## src/rtl/llc_req_arbiter.sv

```systemverilog
// LLC input front-end: picks one of rsp / parked replay / N round-robin request
// channels per cycle and holds it in a single registered valid/ready output entry.
module llc_req_arbiter #(
  parameter int NUM_REQ   = 2,
  parameter int ADDR_W    = 28,
  parameter int SET_W     = 9,
  parameter int PAYLOAD_W = 64
) (
  input  logic                         clk,
  input  logic                         rst,
  input  logic                         rsp_valid,
  output logic                         rsp_ready,
  input  logic [ADDR_W-1:0]            rsp_addr,
  input  logic [PAYLOAD_W-1:0]         rsp_payload,
  input  logic [NUM_REQ-1:0]           req_valid,
  output logic [NUM_REQ-1:0]           req_ready,
  input  logic [NUM_REQ*ADDR_W-1:0]    req_addr,
  input  logic [NUM_REQ*PAYLOAD_W-1:0] req_payload,
  input  logic                         park_valid,
  output logic                         park_ready,
  input  logic [ADDR_W-1:0]            park_addr,
  input  logic [PAYLOAD_W-1:0]         park_payload,
  input  logic [2:0]                   park_chan,
  input  logic                         block_valid,
  input  logic [SET_W-1:0]             block_set,
  output logic                         out_valid,
  input  logic                         out_ready,
  output logic [1:0]                   out_kind,
  output logic [2:0]                   out_chan,
  output logic [ADDR_W-1:0]            out_addr,
  output logic [PAYLOAD_W-1:0]         out_payload,
  output logic                         parked,
  output logic [15:0]                  blocked_cycles
);

  localparam int RR_W = (NUM_REQ > 1) ? $clog2(NUM_REQ) : 1;

  typedef enum logic [1:0] {KIND_RSP = 2'd0, KIND_REQ = 2'd1, KIND_RPL = 2'd2} kind_e;

  function automatic logic [15:0] sat_inc16(input logic [15:0] v);
    return (v == 16'hFFFF) ? v : v + 16'd1;
  endfunction

  function automatic logic [RR_W-1:0] rr_add(input logic [RR_W-1:0] base, input int k);
    int s;
    s = int'(base) + k;
    if (s >= NUM_REQ) s = s - NUM_REQ;
    return RR_W'(s);
  endfunction

  function automatic logic [RR_W-1:0] rr_next(input logic [RR_W-1:0] g);
    if ((NUM_REQ == 1) || (int'(g) == NUM_REQ - 1)) return '0;
    return g + 1'b1;
  endfunction

  logic                 r_out_valid_p1;
  kind_e                r_out_kind_p1;
  logic [2:0]           r_out_chan_p1;
  logic [ADDR_W-1:0]    r_out_addr_p1;
  logic [PAYLOAD_W-1:0] r_out_payload_p1;
  logic                 r_parked;
  logic [ADDR_W-1:0]    r_park_addr;
  logic [PAYLOAD_W-1:0] r_park_payload;
  logic [2:0]           r_park_chan;
  logic [RR_W-1:0]      r_rr;
  logic [15:0]          r_blocked_cycles;

  logic [ADDR_W-1:0]    w_req_addr_a [NUM_REQ];
  logic [PAYLOAD_W-1:0] w_req_pay_a  [NUM_REQ];
  logic [NUM_REQ-1:0]   w_req_blk;
  logic [NUM_REQ-1:0]   w_req_elig;
  logic                 w_slot_free;
  logic                 w_park_blk;
  logic                 w_req_hit;
  logic [RR_W-1:0]      w_req_idx;
  logic                 w_gnt_rsp;
  logic                 w_gnt_rpl;
  logic                 w_gnt_req;
  logic                 w_gnt_any;
  logic                 w_any_blk;
  kind_e                w_kind;
  logic [2:0]           w_chan;
  logic [ADDR_W-1:0]    w_addr;
  logic [PAYLOAD_W-1:0] w_payload;

  for (genvar gi = 0; gi < NUM_REQ; gi++) begin : g_unpack
    assign w_req_addr_a[gi] = req_addr[gi*ADDR_W +: ADDR_W];
    assign w_req_pay_a[gi]  = req_payload[gi*PAYLOAD_W +: PAYLOAD_W];
    assign w_req_blk[gi]    = block_valid && (w_req_addr_a[gi][SET_W-1:0] == block_set);
  end

  // A pending park holds back all new requests so they stay ordered behind it.
  assign w_req_elig  = req_valid & ~w_req_blk & {NUM_REQ{!r_parked}};
  assign w_slot_free = !r_out_valid_p1 || out_ready;
  assign w_park_blk  = block_valid && (r_park_addr[SET_W-1:0] == block_set);
  assign w_any_blk   = (|(req_valid & w_req_blk)) || (r_parked && w_park_blk);

  always_comb begin
    w_req_hit = 1'b0;
    w_req_idx = '0;
    for (int k = 0; k < NUM_REQ; k++) begin
      if (!w_req_hit && w_req_elig[rr_add(r_rr, k)]) begin
        w_req_hit = 1'b1;
        w_req_idx = rr_add(r_rr, k);
      end
    end
  end

  assign w_gnt_rsp = w_slot_free && rsp_valid;
  assign w_gnt_rpl = w_slot_free && !rsp_valid && r_parked && !w_park_blk;
  assign w_gnt_req = w_slot_free && !rsp_valid && w_req_hit;
  assign w_gnt_any = w_gnt_rsp || w_gnt_rpl || w_gnt_req;

  always_comb begin
    w_kind    = KIND_RSP;
    w_chan    = 3'd0;
    w_addr    = rsp_addr;
    w_payload = rsp_payload;
    if (w_gnt_rpl) begin
      w_kind    = KIND_RPL;
      w_chan    = r_park_chan;
      w_addr    = r_park_addr;
      w_payload = r_park_payload;
    end else if (w_gnt_req) begin
      w_kind    = KIND_REQ;
      w_chan    = 3'(w_req_idx);
      w_addr    = w_req_addr_a[w_req_idx];
      w_payload = w_req_pay_a[w_req_idx];
    end
  end

  assign rsp_ready  = rst && w_gnt_rsp;
  assign req_ready  = (rst && w_gnt_req) ? (NUM_REQ'(1) << w_req_idx) : '0;
  assign park_ready = rst && !r_parked;

  // Stage p1: registered output entry plus arbitration/park control state.
  always_ff @(posedge clk or negedge rst) begin
    if (!rst) begin
      r_out_valid_p1   <= 1'b0;
      r_out_kind_p1    <= KIND_RSP;
      r_out_chan_p1    <= 3'd0;
      r_out_addr_p1    <= '0;
      r_out_payload_p1 <= '0;
      r_parked         <= 1'b0;
      r_rr             <= '0;
      r_blocked_cycles <= 16'd0;
    end else begin
      if (w_slot_free) begin
        r_out_valid_p1 <= w_gnt_any;
        if (w_gnt_any) begin
          r_out_kind_p1    <= w_kind;
          r_out_chan_p1    <= w_chan;
          r_out_addr_p1    <= w_addr;
          r_out_payload_p1 <= w_payload;
        end
      end
      if (w_gnt_req) r_rr <= rr_next(w_req_idx);
      if (w_gnt_rpl) r_parked <= 1'b0;
      else if (park_valid && !r_parked) r_parked <= 1'b1;
      if (w_any_blk) r_blocked_cycles <= sat_inc16(r_blocked_cycles);
    end
  end

  always_ff @(posedge clk) begin
    if (park_valid && !r_parked) begin
      r_park_addr    <= park_addr;
      r_park_payload <= park_payload;
      r_park_chan    <= park_chan;
    end
  end

  assign out_valid      = r_out_valid_p1;
  assign out_kind       = r_out_kind_p1;
  assign out_chan       = r_out_chan_p1;
  assign out_addr       = r_out_addr_p1;
  assign out_payload    = r_out_payload_p1;
  assign parked         = r_parked;
  assign blocked_cycles = r_blocked_cycles;

endmodule

```

## config.mk

```make
export PLATFORM = sky130hd
export DESIGN_NAME = llc_req_arbiter
export DESIGN_NICKNAME = d
export VERILOG_FILES = /design/src/rtl/llc_req_arbiter.sv
export SDC_FILE = /design/constraint.sdc
export NUM_CORES = 1
export LEC_CHECK = 0
export CORE_MARGIN = 4
export CORE_UTILIZATION = 25
export CTS_CLUSTER_SIZE = 8
export DETAILED_ROUTE_END_ITERATION = 10
export HOLD_SLACK_MARGIN = 0.02
export PLACE_DENSITY_LB_ADDON = 0.05
export SLEW_MARGIN = 20
export SYNTH_ARGS = -nofsm -noshare
export SYNTH_HDL_FRONTEND = slang
export SYNTH_SLANG_ARGS = --single-unit
```

## constraint.sdc

```tcl
create_clock -name clk -period 5 [get_ports clk]
set_input_delay 0.75 -clock clk [delete_from_list [all_inputs] [get_ports clk]]
set_output_delay 0.75 -clock clk [all_outputs]
set_load 0.01 [all_outputs]
```

==> summary.md <==
| Metric | Value |
|---|---|
| Drc violations | 0 |
| Synth Warn # | 0 |
| Largest net degree at the start of global routing | 168 |
| GR Util met3 | 5.95% |
| Initial antenna violation count | 13 |
| # Max-Cap Violations | 0 |
| Cell Int Power | 4.08 mW |
| Total GRT Usage | 21.2% |
| Clock power share | 35.5% |
| Fin Hold WS | 0.463 ns |
| DRT Pass-1 Iters | 4 |
| Number of fill cells | 4742 |
| Starting Density | 25.5% |
| Final Cycle Share | 80.8% |
| Die area | 52500 sq um |
| Maximum VDD drop | 0.000239 V |
| Fin crit period | 4.04 ns |
| Area grow syn2layout | 53.7% |
| Critical path's most frequent cell | clkdlybuf4s50_1 |
| Core Rows | 80 |
| Synth async-reset ratio | 55.0% |
| R2R depth | 7 |
| Data required, critical path | 4.25 ns |
| Setup CP Type | in2out |
| Post-synthesis cell type count | 48 |
| Crit path DAT | 3.29 ns |
| Hold worst-path end | out_chan[2]$_DFFE_PN0P_ |
| Pleak | 6.87 nW |
| Net Count, Synth | 1495 |
| NumNets Final | 1939 |
| Setup violations, final | 0 |
| Worst-path cell chain | clkdlybuf4s50_1 > xnor2_1 > nand4_1 > o311ai_4 > nand2_1 > nor3_1 > clkdlybuf4s50_1 |
| Crit. End Element | primary output |
| Clk_lat worst skew | 0.58 ns |
| Crit Path Max Fanout | 3 |
| Fraction of layout cells with a size suffix above 1 | 10.9% |
| CP Launch Type | input port |
| Post-layout util | 39.1% |
| M1 GR Usage | 27.4% |
| Core Box Area | 48000 sq um |
| Final clock skew | 0.0123 ns |
| Worst slew pin tran | 1.06 ns |
| GR peak layer | met2 |
| GR Overflow Total | 0 |
| Number of port buffers | 506 |
| Number of global-route vias before repair | 12200 |
| Seq cells post-synth | 211 |
| Post-synthesis sequential area ratio | 47.0% |
| Most common cell after layout, fill and taps aside | clkdlybuf4s50_1 |
| RSZ-0062 raised after global routing | false |
| Maximum clock path buffer count | 3 |
| Mapped Cells | 1106 |
| Chip width | 229 um |
| CP max stage delay | 0.69 ns |
| Die height | 229 um |
| CTS tree | done |
| Sequential share of power | 37.1% |
| Status | completed |
| Clock transition at path regs | 0.05 ns |
| Placer congestion estimate | 0.796 |
| Power density over cell area | 305 nW/um^2 |
| Via count | 11500 |
| Final TNS setup | 0 ns |
| Top delay family on crit path | buffers and inverters |
| Root Driver | clkbuf_16 |
| Logic gate share of total power | 27.4% |
| First-pass GRT wire length | 85800 um |
| Grt met2 use | 36.3% |
| Routed WL | 58900 um |
| Worst R2R End | out_payload[21]$_DFFE_PN0P_ |
| DR iter-0 viols | 647 |
| Net Switching | 1.66 mW |
| Htree depth | 1 |
| Num CTS Buffers | 31 |
| Sw frac | 28.9% |
| Post-DR vias/cell | 5.25 |
| Final hold violations | 0 |
| Commonest non-fill, non-tap cells in the layout | 505 x clkdlybuf4s50_1, 116 x dfrtp_1, 103 x nor3_1 |
| Mapped Avg Cell Area | 11.1 sq um |
| CTS Sinks | 211 |
| Top FF cell, synth | dfrtp_1 |
| Min-delay src | r_park_chan[2]$_DFFE_PP_ |
| CP Buf/Inv Count | 2 |
| I/O pin count | 507 |
| Post-synth EDFFs | 95 |
| Slew HR | 29.5% |
| Routed len/inst | 26.8 um |
| Routed Antenna Nets | 0 |
| Synth Cell Area | 12200 sq um |
| Crit-path slowest cell | clkdlybuf4s50_1 |
| Final HPWL DP | 39000 um |
| Worst hold stages | 1 |
| Worst R2R Start | r_park_addr[5]$_DFFE_PP_ |
| Hold Crit Class | reg2reg |
| FMAX | 0.247 GHz |
| Reg2Reg Setup Slack | 1.96 ns |
| Slew Viols, Final | 0 |
[sequential cells by signal (all words and copies together) (netlist names), 2 cells and up]
signal / flops
blocked_cycles: 16
out_addr: 28
out_chan: 3
out_kind: 2
out_payload: 64
r_park_addr: 28
r_park_chan: 3
r_park_payload: 64
[cell usage after synthesis, types with 3 or more instances]
master / number / area [sq um]
a22o_1: 3 / 26.3
a41oi_1: 92 / 806
and4_1: 3 / 26.3
buf_1: 10 / 37.5
buf_2: 33 / 165
buf_6: 8 / 90.1
clkbuf_1: 68 / 255
dfrtp_1: 116 / 2900
edfxtp_1: 95 / 2850
inv_1: 79 / 297
mux2_2: 26 / 293
mux2_4: 69 / 1040
nand2_1: 18 / 67.6
nand3_1: 96 / 480
nand4_1: 12 / 75.1
nand4b_1: 18 / 158
nor2_1: 11 / 41.3
nor2b_1: 3 / 18.8
nor3_1: 103 / 515
nor4_1: 5 / 31.3
o211ai_1: 92 / 691
or4b_1: 74 / 741
xnor2_1: 25 / 219
xor2_1: 14 / 123
[kinds of logic (layout without fill, tap and decap cells)]
family	after synthesis	after routing	synth area share (%)
flops	211	211	47.0
other cells	0	5	0
compound gates	202	202	13.6
buf+inv	200	669	7.03
simple gates	357	357	18.5
xor+xnor	39	39	2.79
mux	96	96	11.0
fa+ha+maj	1	1	0.102
[per-stage QoR]
step | power, mW | cell area, sq um | cells | setup WS [ns]
after CTS | 5.84 | 18800 | 2189 | 0.827
after detailed placement | 3.75 | 17800 | 2130 | 0.816
final | 5.74 | 18800 | 2195 | 0.959
after floorplan | 2.81 | 12200 | 1106 | 1.33
after global placement | 3.75 | 17800 | 2130 | 0.829
after global routing | 5.99 | 18800 | 2193 | 0.758
[power by group through the flow]
stage,Sequential [mW],Clock (mW),Combinational (mW)
floorplan,2.21,0,0.606
global placement,2.16,0,1.59
detailed placement,2.16,0,1.59
CTS,2.13,2.11,1.59
global route,2.15,2.17,1.67
finish,2.13,2.04,1.57
[routing by layer]
layer / part of all wire, % / wire [um] / vias to the layer above
met1: 43 / 25200 / 5805
met3: 7.0 / 4100 / 69
met4: 1.6 / 961 / 20
li1: - / - / 5240
met5: 0.23 / 135 / -
met2: 48 / 28500 / 391
[final cells by class]
type                       instances  area (sq um)  area share [%]
multi-input combinational        695          5710            30.4
clock inverter                     1          8.76          0.0466
inverter                          79           297            1.58
sequential                       211          5760            30.6
timing repair buffer             532          5340            28.4
clock buffer                      57           913            4.86
tap                              615           769            4.09
antenna                            5          12.5          0.0665
[what timing repair did]
| item | CTS | global route |
|---|---|---|
| buffers inserted | 0 | 0 |
| hold buffers | 1 | 0 |
| hold endpoints to repair | 12 | 0 |
| gates resized for setup | 0 | 0 |
[worst max-delay path by stage]
stage	start	endpoint	slack, ns	depth (start not counted)
final	block_set[0]	req_ready[0]	0.96	7
after global routing	block_set[0]	req_ready[0]	0.76	7
after CTS	block_set[0]	req_ready[0]	0.83	7
after detailed placement	block_set[0]	out_addr[5]$_DFFE_PN0P_	0.82	8
after global placement	block_set[0]	out_addr[5]$_DFFE_PN0P_	0.83	8
after floorplan	park_valid	r_park_addr[0]$_DFFE_PP_	1.33	1
Note: power is estimated with default switching activity, not from simulation.
